==> src/rtl/edge_irq_ctrl.sv <==
// Per-channel edge interrupt capture: trigger qualification, pending latch, post-clear blanking,
// overrun flags and a combined interrupt line. Define EDGE_IRQ_CNT_EN to add per-channel counters.
module edge_irq_ctrl #(
    parameter int unsigned NCH       = 8,
    parameter int unsigned BLANK_CYC = 4,
    parameter int unsigned CW        = 16
) (
    input  logic              clk_i,
    input  logic              rst_i,
    input  logic [NCH-1:0]    re_i,
    input  logic [NCH-1:0]    fe_i,
    input  logic [2*NCH-1:0]  mode_i,
    input  logic [NCH-1:0]    clr_i,
    output logic [NCH-1:0]    pend_o,
    output logic [NCH-1:0]    ovr_o,
`ifdef EDGE_IRQ_CNT_EN
    input  logic              cnt_clr_i,
    output logic [CW*NCH-1:0] cnt_o,
`endif
    output logic              irq_o
);

    localparam int unsigned BW = (BLANK_CYC == 0) ? 1 : $clog2(BLANK_CYC + 1);
    localparam logic [BW-1:0] BLoad = (BLANK_CYC == 0) ? '0 : BW'(BLANK_CYC - 1);

    typedef enum logic [1:0] {
        StIdle,
        StPend,
        StBlank
    } state_e;

    logic [NCH-1:0] w_trig;
    logic [NCH-1:0] w_pend_nxt;
    logic           r_irq;

    for (genvar n = 0; n < NCH; n++) begin : g_ch
        logic [1:0]    w_mode;
        state_e        r_st;
        logic [BW-1:0] r_bcnt;
        logic          r_pend;
        logic          r_ovr;

        assign w_mode    = mode_i[2*n +: 2];
        assign w_trig[n] = (w_mode[0] & re_i[n]) | (w_mode[1] & fe_i[n]);

        // Next-cycle pending value, shared by the per-channel flag and the combined irq register.
        assign w_pend_nxt[n] = (w_mode != 2'b00) &&
                               (((r_st == StIdle) && w_trig[n]) ||
                                ((r_st == StPend) && (!clr_i[n] || w_trig[n])));

        always_ff @(posedge clk_i) begin
            if (rst_i || (w_mode == 2'b00)) begin
                r_st   <= StIdle;
                r_bcnt <= '0;
                r_ovr  <= 1'b0;
                r_pend <= 1'b0;
            end else begin
                r_pend <= w_pend_nxt[n];
                unique case (r_st)
                    StIdle: begin
                        if (clr_i[n]) r_ovr <= 1'b0;
                        if (w_trig[n]) r_st <= StPend;
                    end
                    StPend: begin
                        if (clr_i[n]) begin
                            r_ovr <= 1'b0;
                            // A trigger coinciding with the clear replaces the old event.
                            if (!w_trig[n]) begin
                                if (BLANK_CYC == 0) begin
                                    r_st <= StIdle;
                                end else begin
                                    r_st   <= StBlank;
                                    r_bcnt <= BLoad;
                                end
                            end
                        end else if (w_trig[n]) begin
                            r_ovr <= 1'b1;
                        end
                    end
                    StBlank: begin
                        if (clr_i[n]) r_ovr <= 1'b0;
                        if (r_bcnt == '0) r_st <= StIdle;
                        else r_bcnt <= r_bcnt - 1'b1;
                    end
                    default: r_st <= StIdle;
                endcase
            end
        end

        assign pend_o[n] = r_pend;
        assign ovr_o[n]  = r_ovr;

`ifdef EDGE_IRQ_CNT_EN
        logic [CW-1:0] r_cnt;

        always_ff @(posedge clk_i) begin
            if (rst_i || cnt_clr_i) begin
                r_cnt <= '0;
            end else if (w_trig[n] && (r_cnt != {CW{1'b1}})) begin
                r_cnt <= r_cnt + 1'b1;
            end
        end

        assign cnt_o[CW*n +: CW] = r_cnt;
`endif
    end

    always_ff @(posedge clk_i) begin
        if (rst_i) r_irq <= 1'b0;
        else r_irq <= |w_pend_nxt;
    end

    assign irq_o = r_irq;

endmodule

==> config.mk <==
export PLATFORM = sky130hd
export DESIGN_NAME = edge_irq_ctrl
export DESIGN_NICKNAME = d
export VERILOG_FILES = /design/src/rtl/edge_irq_ctrl.sv
export SDC_FILE = /design/constraint.sdc
export NUM_CORES = 1
export LEC_CHECK = 0
export BUFFER_PORTS_ARGS = -buffer_cell sky130_fd_sc_hd__clkbuf_2
export CORE_MARGIN = 10
export CORE_UTILIZATION = 40
export DETAILED_ROUTE_END_ITERATION = 6
export PLACE_DENSITY = 0.62
export REMOVE_ABC_BUFFERS = 1
export SETUP_SLACK_MARGIN = 0.02
export SLEW_MARGIN = 10
export SYNTH_ARGS = -nofsm -noshare
export SYNTH_HDL_FRONTEND = slang
export SYNTH_SLANG_ARGS = --single-unit
==> constraint.sdc <==
create_clock -name clk_i -period 1.65 [get_ports clk_i]
set_input_delay 0.165 -clock clk_i [delete_from_list [all_inputs] [get_ports clk_i]]
set_output_delay 0.165 -clock clk_i [all_outputs]
set_load 0.02 [all_outputs]
==> run summary, run 1 <==
status = finished, final reports clean
Filler cells = 718
RSZ-0062 raised after global routing = false
WP data required = 1.90 ns
DR DRC count = 0
WHS Endpoint = g_ch[3].r_bcnt[2]
CTS tree = built
drt via density = 4.98
Final min period = 1.48 ns
share of flip-flops with an asynchronous set or reset = 0%
Post-CTS Hold Buffers = 0
first-pass GRT wire length = 10200 um
Post-Synthesis Cell Area = 2960 sq um
Crit Path Max Fanout = 4
Max Clk Rate = 677 MHz
share of cells above drive strength 1 = 29.4%
Power Density = 858 nW/um^2
H-Tree Level Count = 3
GRT overflow = 0
Worst VDD drop = 0.000361 V
Critical R2R Capture = g_ch[1].r_bcnt[0]
Arr. time, crit path = 1.73 ns
Worst-Margin Slew = 0.396 ns
worst hold path type = in2reg
Layout Nets = 415
number of enable flip-flop cells after synthesis = 0
top-area cell type share of the netlist area = 38.6%
via count = 2287
root buffer cell = clkbuf_8
postcts setup bufs = 0
die area = 11200 sq um
Clock transition at path regs = 0.06 ns
Final Max Tran Viols = 0
final setup fails = 0
most frequent cell after synthesis = dfxtp_1
antenna-violating nets left = 0
Top FF cell, synth = dfxtp_1
global-route total usage across every layer = 10.9%
M1 wire length = 2800 um
number of CTS-inserted buffers = 9
leak pwr = 1.25 nW
Hold Path Depth = 2
met3 WL = 233 um
multi-input logic area = 1580 sq um
Resize count post-CTS = 0
area leader, netlist = dfxtp_1
Post-DP HPWL = 4790 um
initial antenna violation count = 0
Final Hold Viols = 0
Starting Density = 41.0%
count of cell types in the netlist = 37
Synth Area per Inst = 9.48 sq um
highest metal used = met4
clock sink total = 57
Worst Hold Launch = clr_i[3]
post-route setup TNS = 0 ns
WS Path Type = reg2reg
Iter 0 DRT Violations = 35
largest net degree at the start of global routing = 10
setup slack, reg-to-reg = 0.17 ns
routed len/inst = 13.2 um
clk buf depth = 2
routability-driven placement congestion ratio = 0.764
First-pass DRT Iterations = 4
Yosys warning total = 0
Seq/Total Area, Yosys = 38.6%
Synth Instances = 312
Setup Skew = 0.00718 ns
Seq. cell area = 1140 sq um
startpoint type of the worst setup path = register
Die Y = 106 um
met2 routed WL = 2890 um
core area = 7210 sq um
#FFs+latches synth = 57
Final Power = 2.91 mW
Die Width = 106 um
Rows = 31
CP Capture Type = register
Clk Latency, worst-skew pair = 0.33 ns
MaxCap Viol Count = 0
area grow syn2layout = 14.6%
Register-to-Register Path Depth = 7
Synth area leaders = dfxtp_1 (39%), ha_1 (6.8%), a211oi_1 (5.1%)
number of I/O port buffers = 58
number of global-route vias before repair = 2293
commonest cells in the netlist = dfxtp_1 (57), nor2_1 (39), a211oi_1 (20)
Final Cycle Share = 89.5%
r2r startpoint = g_ch[1].r_bcnt[0]
Routed WL = 6070 um
Ant. Diodes = 0
Rel. slew slack = 73.6%
# IOs = 59
==> power by group <==
group	internal [mW]	total, mW	switching (mW)
logic	0.148	0.339	0.190
registers	1.42	1.46	0.0362
clock network	0.612	1.11	0.498
==> logic make-up after synthesis <==
logic type	after synthesis	share of synthesized area [%]
AOI/OAI and AO/OA	62	18.7
buffers and inverters	46	8.04
DFF	57	38.6
xor gates and xnor gates	6	1.78
and+or+nand+nor	125	26.2
adders and majority gates	16	6.77
==> flip-flops by register name (all words and copies together) (netlist names) <==
signal and flops:
g_ch.r_st 16, g_ch.r_ovr 8, g_ch.r_pend 8, g_ch.r_bcnt 24, irq_o 1
==> cell type report <==
class / instances / share of cell area, %
Clock buffer: 14 / 4.80
Inverter: 19 / 2.10
Multi-Input combinational cell: 209 / 46.5
Sequential cell: 57 / 33.7
Tap cell: 99 / 3.65
Timing Repair Buffer: 61 / 9.23
==> worst max-delay path by stage <==
stage	startpoint	to	slack, ns	cells past startpoint
6_report	g_ch[1].r_bcnt[0]	g_ch[1].r_bcnt[0]	0.17	7
4_1_cts	g_ch[1].r_bcnt[0]	g_ch[1].r_bcnt[0]	0.16	7
3_5_place_dp	g_ch[1].r_bcnt[0]	g_ch[1].r_bcnt[0]	0.18	7
2_1_floorplan	g_ch[1].r_bcnt[0]	g_ch[1].r_bcnt[0]	0.19	7
5_1_grt	g_ch[1].r_bcnt[0]	g_ch[1].r_bcnt[0]	0.05	7
3_3_place_gp	g_ch[1].r_bcnt[0]	g_ch[1].r_bcnt[0]	0.23	7
==> worst max-delay path: stages (launching register included) <==
cell and delay [ns]:
dfxtp_1 0.34, inv_1 0.06, ha_1 0.20, ha_1 0.19, nor3b_2 0.21, a41oi_2 0.08, and2_1 0.20, a211oi_2 0.12
==> cell usage in the layout (no fill, tap or decap), drive strengths merged <==
cell / synthesis / routed
nor2b: 11 / 11
nor4b: 9 / 9
nor3b: 8 / 8
a211oi: 25 / 25
nor2: 39 / 39
and4bb: 6 / 6
dfxtp: 57 / 57
or2: 8 / 8
nor3: 9 / 9
o22ai: 2 / 2
a22oi: 8 / 8
and2: 6 / 6
a41oi: 1 / 1
a221oi: 7 / 7
clkbuf: 7 / 72
nand2: 12 / 12
ha: 16 / 16
xnor2: 6 / 6
nand2b: 8 / 8
o31ai: 2 / 2
and4b: 6 / 6
buf: 20 / 3
inv: 19 / 19
a21boi: 2 / 2
nor4: 2 / 2
a21oi: 10 / 10
a31oi: 2 / 2
a311oi: 1 / 1
a31o: 1 / 1
o21a: 1 / 1
or3b: 1 / 1
==> routing by layer <==
metal  vias up  GRT usage (%)
met4         0           6.09
met3        12           2.54
met5         -              0
met1      1049           12.6
li1       1193              -
met2        33           18.4
==> through the flow <==
step	area [sq um]	utilization [%]	hold WS, ns	setup WS, ns	std cells
finish	3390	47.0	0.143	0.174	459
global route	3390	47.0	0.158	0.0543	459
CTS	3390	47.0	0.139	0.157	459
detailed placement	3230	44.7	0.438	0.181	445
global placement	3230	44.7	0.429	0.229	445
floorplan	2790	-	0.234	0.193	285
Note: power is estimated with default switching activity, not from simulation.
==> inputs of run 2 (changes only) <==
Settings changed: ABC_AREA set to 1.
==> run summary, run 2 <==
largest family of logic cells by synthesized area = simple AND/OR/NAND/NOR gates (unchanged)
Die Y = 105 um (was 106 um)
global-route total usage across every layer = 10.2% (was 10.9%)
Filler cells = 680 (was 718)
number of CTS-inserted buffers = 9 (unchanged)
WP data required = 1.87 ns (was 1.90 ns)
die area = 11000 sq um (was 11200 sq um)
area grow syn2layout = 18.4% (was 14.6%)
via count = 2481 (was 2287)
routability-driven placement congestion ratio = 0.799 (was 0.764)
Final Power = 3.40 mW (was 2.91 mW)
post-synthesis compound-gate area fraction = 9.86% (was 18.7%)
clk buf depth = 2 (unchanged)
status = finished, final reports clean (unchanged)
final core utilization = 49.4% (was 47.0%)
GRT overflow = 0 (unchanged)
# IOs = 59 (unchanged)
top-area cell type share of the netlist area = 39.8% (was 38.6%)
final setup fails = 0 (unchanged)
Arr. time, crit path = 1.58 ns (was 1.73 ns)
Crit Path Max Fanout = 4 (unchanged)
Rows = 30 (was 31)
number of enable flip-flop cells after synthesis = 0 (unchanged)
Worst-Margin Slew = 0.296 ns (was 0.396 ns)
commonest cells after routing, fill and taps aside = nand2_1 (91), inv_1 (58), clkbuf_2 (58), dfxtp_1 (57), nor2_1 (52) (was clkbuf_2 (58), dfxtp_1 (57), nor2_1 (39), a211oi_1 (20), inv_1 (19))
initial antenna violation count = 0 (unchanged)
Top FF cell, synth = dfxtp_1 (unchanged)
hold_ws = 0.0499 ns (was 0.143 ns)
Die Width = 105 um (was 106 um)
antenna-violating nets left = 0 (unchanged)
Iter 0 DRT Violations = 58 (was 35)
Placed Cells = 540 (was 445)
Starting Density = 41.8% (was 41.0%)
largest net degree at the start of global routing = 11 (was 10)
Max Clk Rate = 731 MHz (was 677 MHz)
area leader, netlist = dfxtp_1 (unchanged)
post-synthesis adder-cell area fraction = 6.98% (was 6.77%)
max reg flops = 24 (unchanged)
Routed WL = 5530 um (was 6070 um)
Clock transition at path regs = 0.07 ns (was 0.06 ns)
Seq/Total Area, Yosys = 39.8% (was 38.6%)
core area = 6870 sq um (was 7210 sq um)
root buffer cell = clkbuf_8 (unchanged)
share of flip-flops with an asynchronous set or reset = 0% (unchanged)
Post-CTS Hold Buffers = 0 (unchanged)
mux contribution to synthesized area = 0% (unchanged)
Synth Instances = 403 (was 312)
Final Hold Viols = 0 (unchanged)
commonest cells in the netlist = nand2_1 (91), inv_1 (58), dfxtp_1 (57) (was dfxtp_1 (57), nor2_1 (39), a211oi_1 (20))
postcts setup bufs = 0 (unchanged)
Post-Synthesis Cell Area = 2870 sq um (was 2960 sq um)
most frequent cell after synthesis = nand2_1 (was dfxtp_1)
WS Path Type = reg2reg (unchanged)
Power Density = 1000 nW/um^2 (was 858 nW/um^2)
H-Tree Level Count = 3 (unchanged)
Final Cycle Share = 82.9% (was 89.5%)
Ant. Diodes = 0 (unchanged)
CTS tree = built (unchanged)
routed len/inst = 9.95 um (was 13.2 um)
#FFs+latches synth = 57 (unchanged)
largest reg by FF count = g_ch.r_bcnt (unchanged)
number of global-route vias before repair = 2356 (was 2293)
Final Max Tran Viols = 0 (unchanged)
share of cells above drive strength 1 = 23.9% (was 29.4%)
count of cell types in the netlist = 26 (was 37)
Resize count post-CTS = 0 (unchanged)
Post-DP HPWL = 4400 um (was 4790 um)
final std cells w/o fill = 556 (was 459)
clock sink total = 57 (unchanged)
MaxCap Viol Count = 0 (unchanged)
Final min period = 1.37 ns (was 1.48 ns)
Setup Skew = 0.00609 ns (was 0.00718 ns)
xor/xnor cell area share of the yosys netlist = 0.916% (was 1.78%)
First-pass DRT Iterations = 4 (unchanged)
Clk Latency, worst-skew pair = 0.33 ns (about the same)
simple-gate share of the synthesized area = 29.1% (was 26.2%)
Synth area leaders = dfxtp_1 (40%), nand2_1 (12%), inv_1 (7.6%) (was dfxtp_1 (39%), ha_1 (6.8%), a211oi_1 (5.1%))
post-route setup TNS = 0 ns (unchanged)
drt via density = 4.46 (was 4.98)
CP Capture Type = register (unchanged)
Yosys warning total = 0 (unchanged)
Synth Area per Inst = 7.12 sq um (was 9.48 sq um)
Layout Nets = 513 (was 415)
leak pwr = 1.65 nW (was 1.25 nW)
startpoint type of the worst setup path = register (unchanged)
RSZ-0062 raised after global routing = false (unchanged)
first-pass GRT wire length = 9540 um (was 10200 um)
Rel. slew slack = 80.2% (was 73.6%)
Worst VDD drop = 0.000395 V (was 0.000361 V)
commonest non-fill, non-tap cell in the layout = nand2_1 (was clkbuf_2)
number of I/O port buffers = 58 (unchanged)
worst hold path type = in2reg (unchanged)
largest registers = g_ch.r_bcnt x24, g_ch.r_st x16 (unchanged)
DR DRC count = 0 (unchanged)
==> run 2: final cells by class <==
| cell class | count | area (sq um) | share of cell area, % |
|---|---|---|---|
| Clock inverter | 5 | 103 | 3.02 |
| Tap cell | 96 | 120 | 3.54 |
| Timing Repair Buffer | 58 | 290 | 8.55 |
| Sequential cell | 57 | 1140 | 33.6 |
| Clock buffer | 11 | 141 | 4.16 |
| Inverter | 68 | 255 | 7.52 |
| Multi-Input combinational cell | 261 | 1350 | 39.6 |
==> run 2: logic make-up (layout without fill, tap and decap cells) <==
kind of cell / count (synthesis) / after routing
xor gates and xnor gates: 3 / 3
AOI/OAI and AO/OA: 48 / 48
DFF: 57 / 57
buffers and inverters: 85 / 142
adders and majority gates: 16 / 16
and+or+nand+nor: 194 / 194
==> run 2: stage by stage <==
step | cell area [sq um] | setup WS [ns]
after CTS | 3400 | 0.276
final | 3400 | 0.282
after floorplan | 2740 | 0.376
after detailed placement | 3150 | 0.279
after global placement | 3150 | 0.317
after global routing | 3400 | 0.176
==> run 2: worst max-delay path: stages (launching register included) <==
cell     delay [ns]
dfxtp_1        0.32
inv_1          0.05
ha_1           0.19
ha_1           0.19
nor3_2         0.27
a31oi_2        0.10
nand2_1        0.08
a21oi_1        0.05
==> run 2: final timing paths <==
| kind | from | endpoint | slack [ns] | cells past startpoint |
|---|---|---|---|---|
| max reg2reg | g_ch[1].r_bcnt[0] | g_ch[1].r_bcnt[2] | 0.28 | 7 |
| max | g_ch[1].r_bcnt[0] | g_ch[1].r_bcnt[2] | 0.28 | 7 |
| min reg2reg | g_ch[4].r_bcnt[0] | g_ch[4].r_bcnt[0] | 0.47 | 2 |
| min | clr_i[5] | g_ch[5].r_ovr | 0.05 | 2 |
==> run 2: layer usage <==
metal,wire [um],global-route usage (%),share of wire (%),vias up
met5,0,0,0,-
li1,-,-,-,1355
met3,329,4.05,5.9,11
met4,133,5.39,2.4,0
met1,2510,11.2,45,1071
met2,2550,16.8,46,44
==> run 2: where the power goes <==
group,internal [mW],switching (mW),total [mW]
logic,0.134,0.225,0.359
clock network,1.04,0.545,1.59
registers,1.43,0.0249,1.45
total,2.60,0.795,3.40
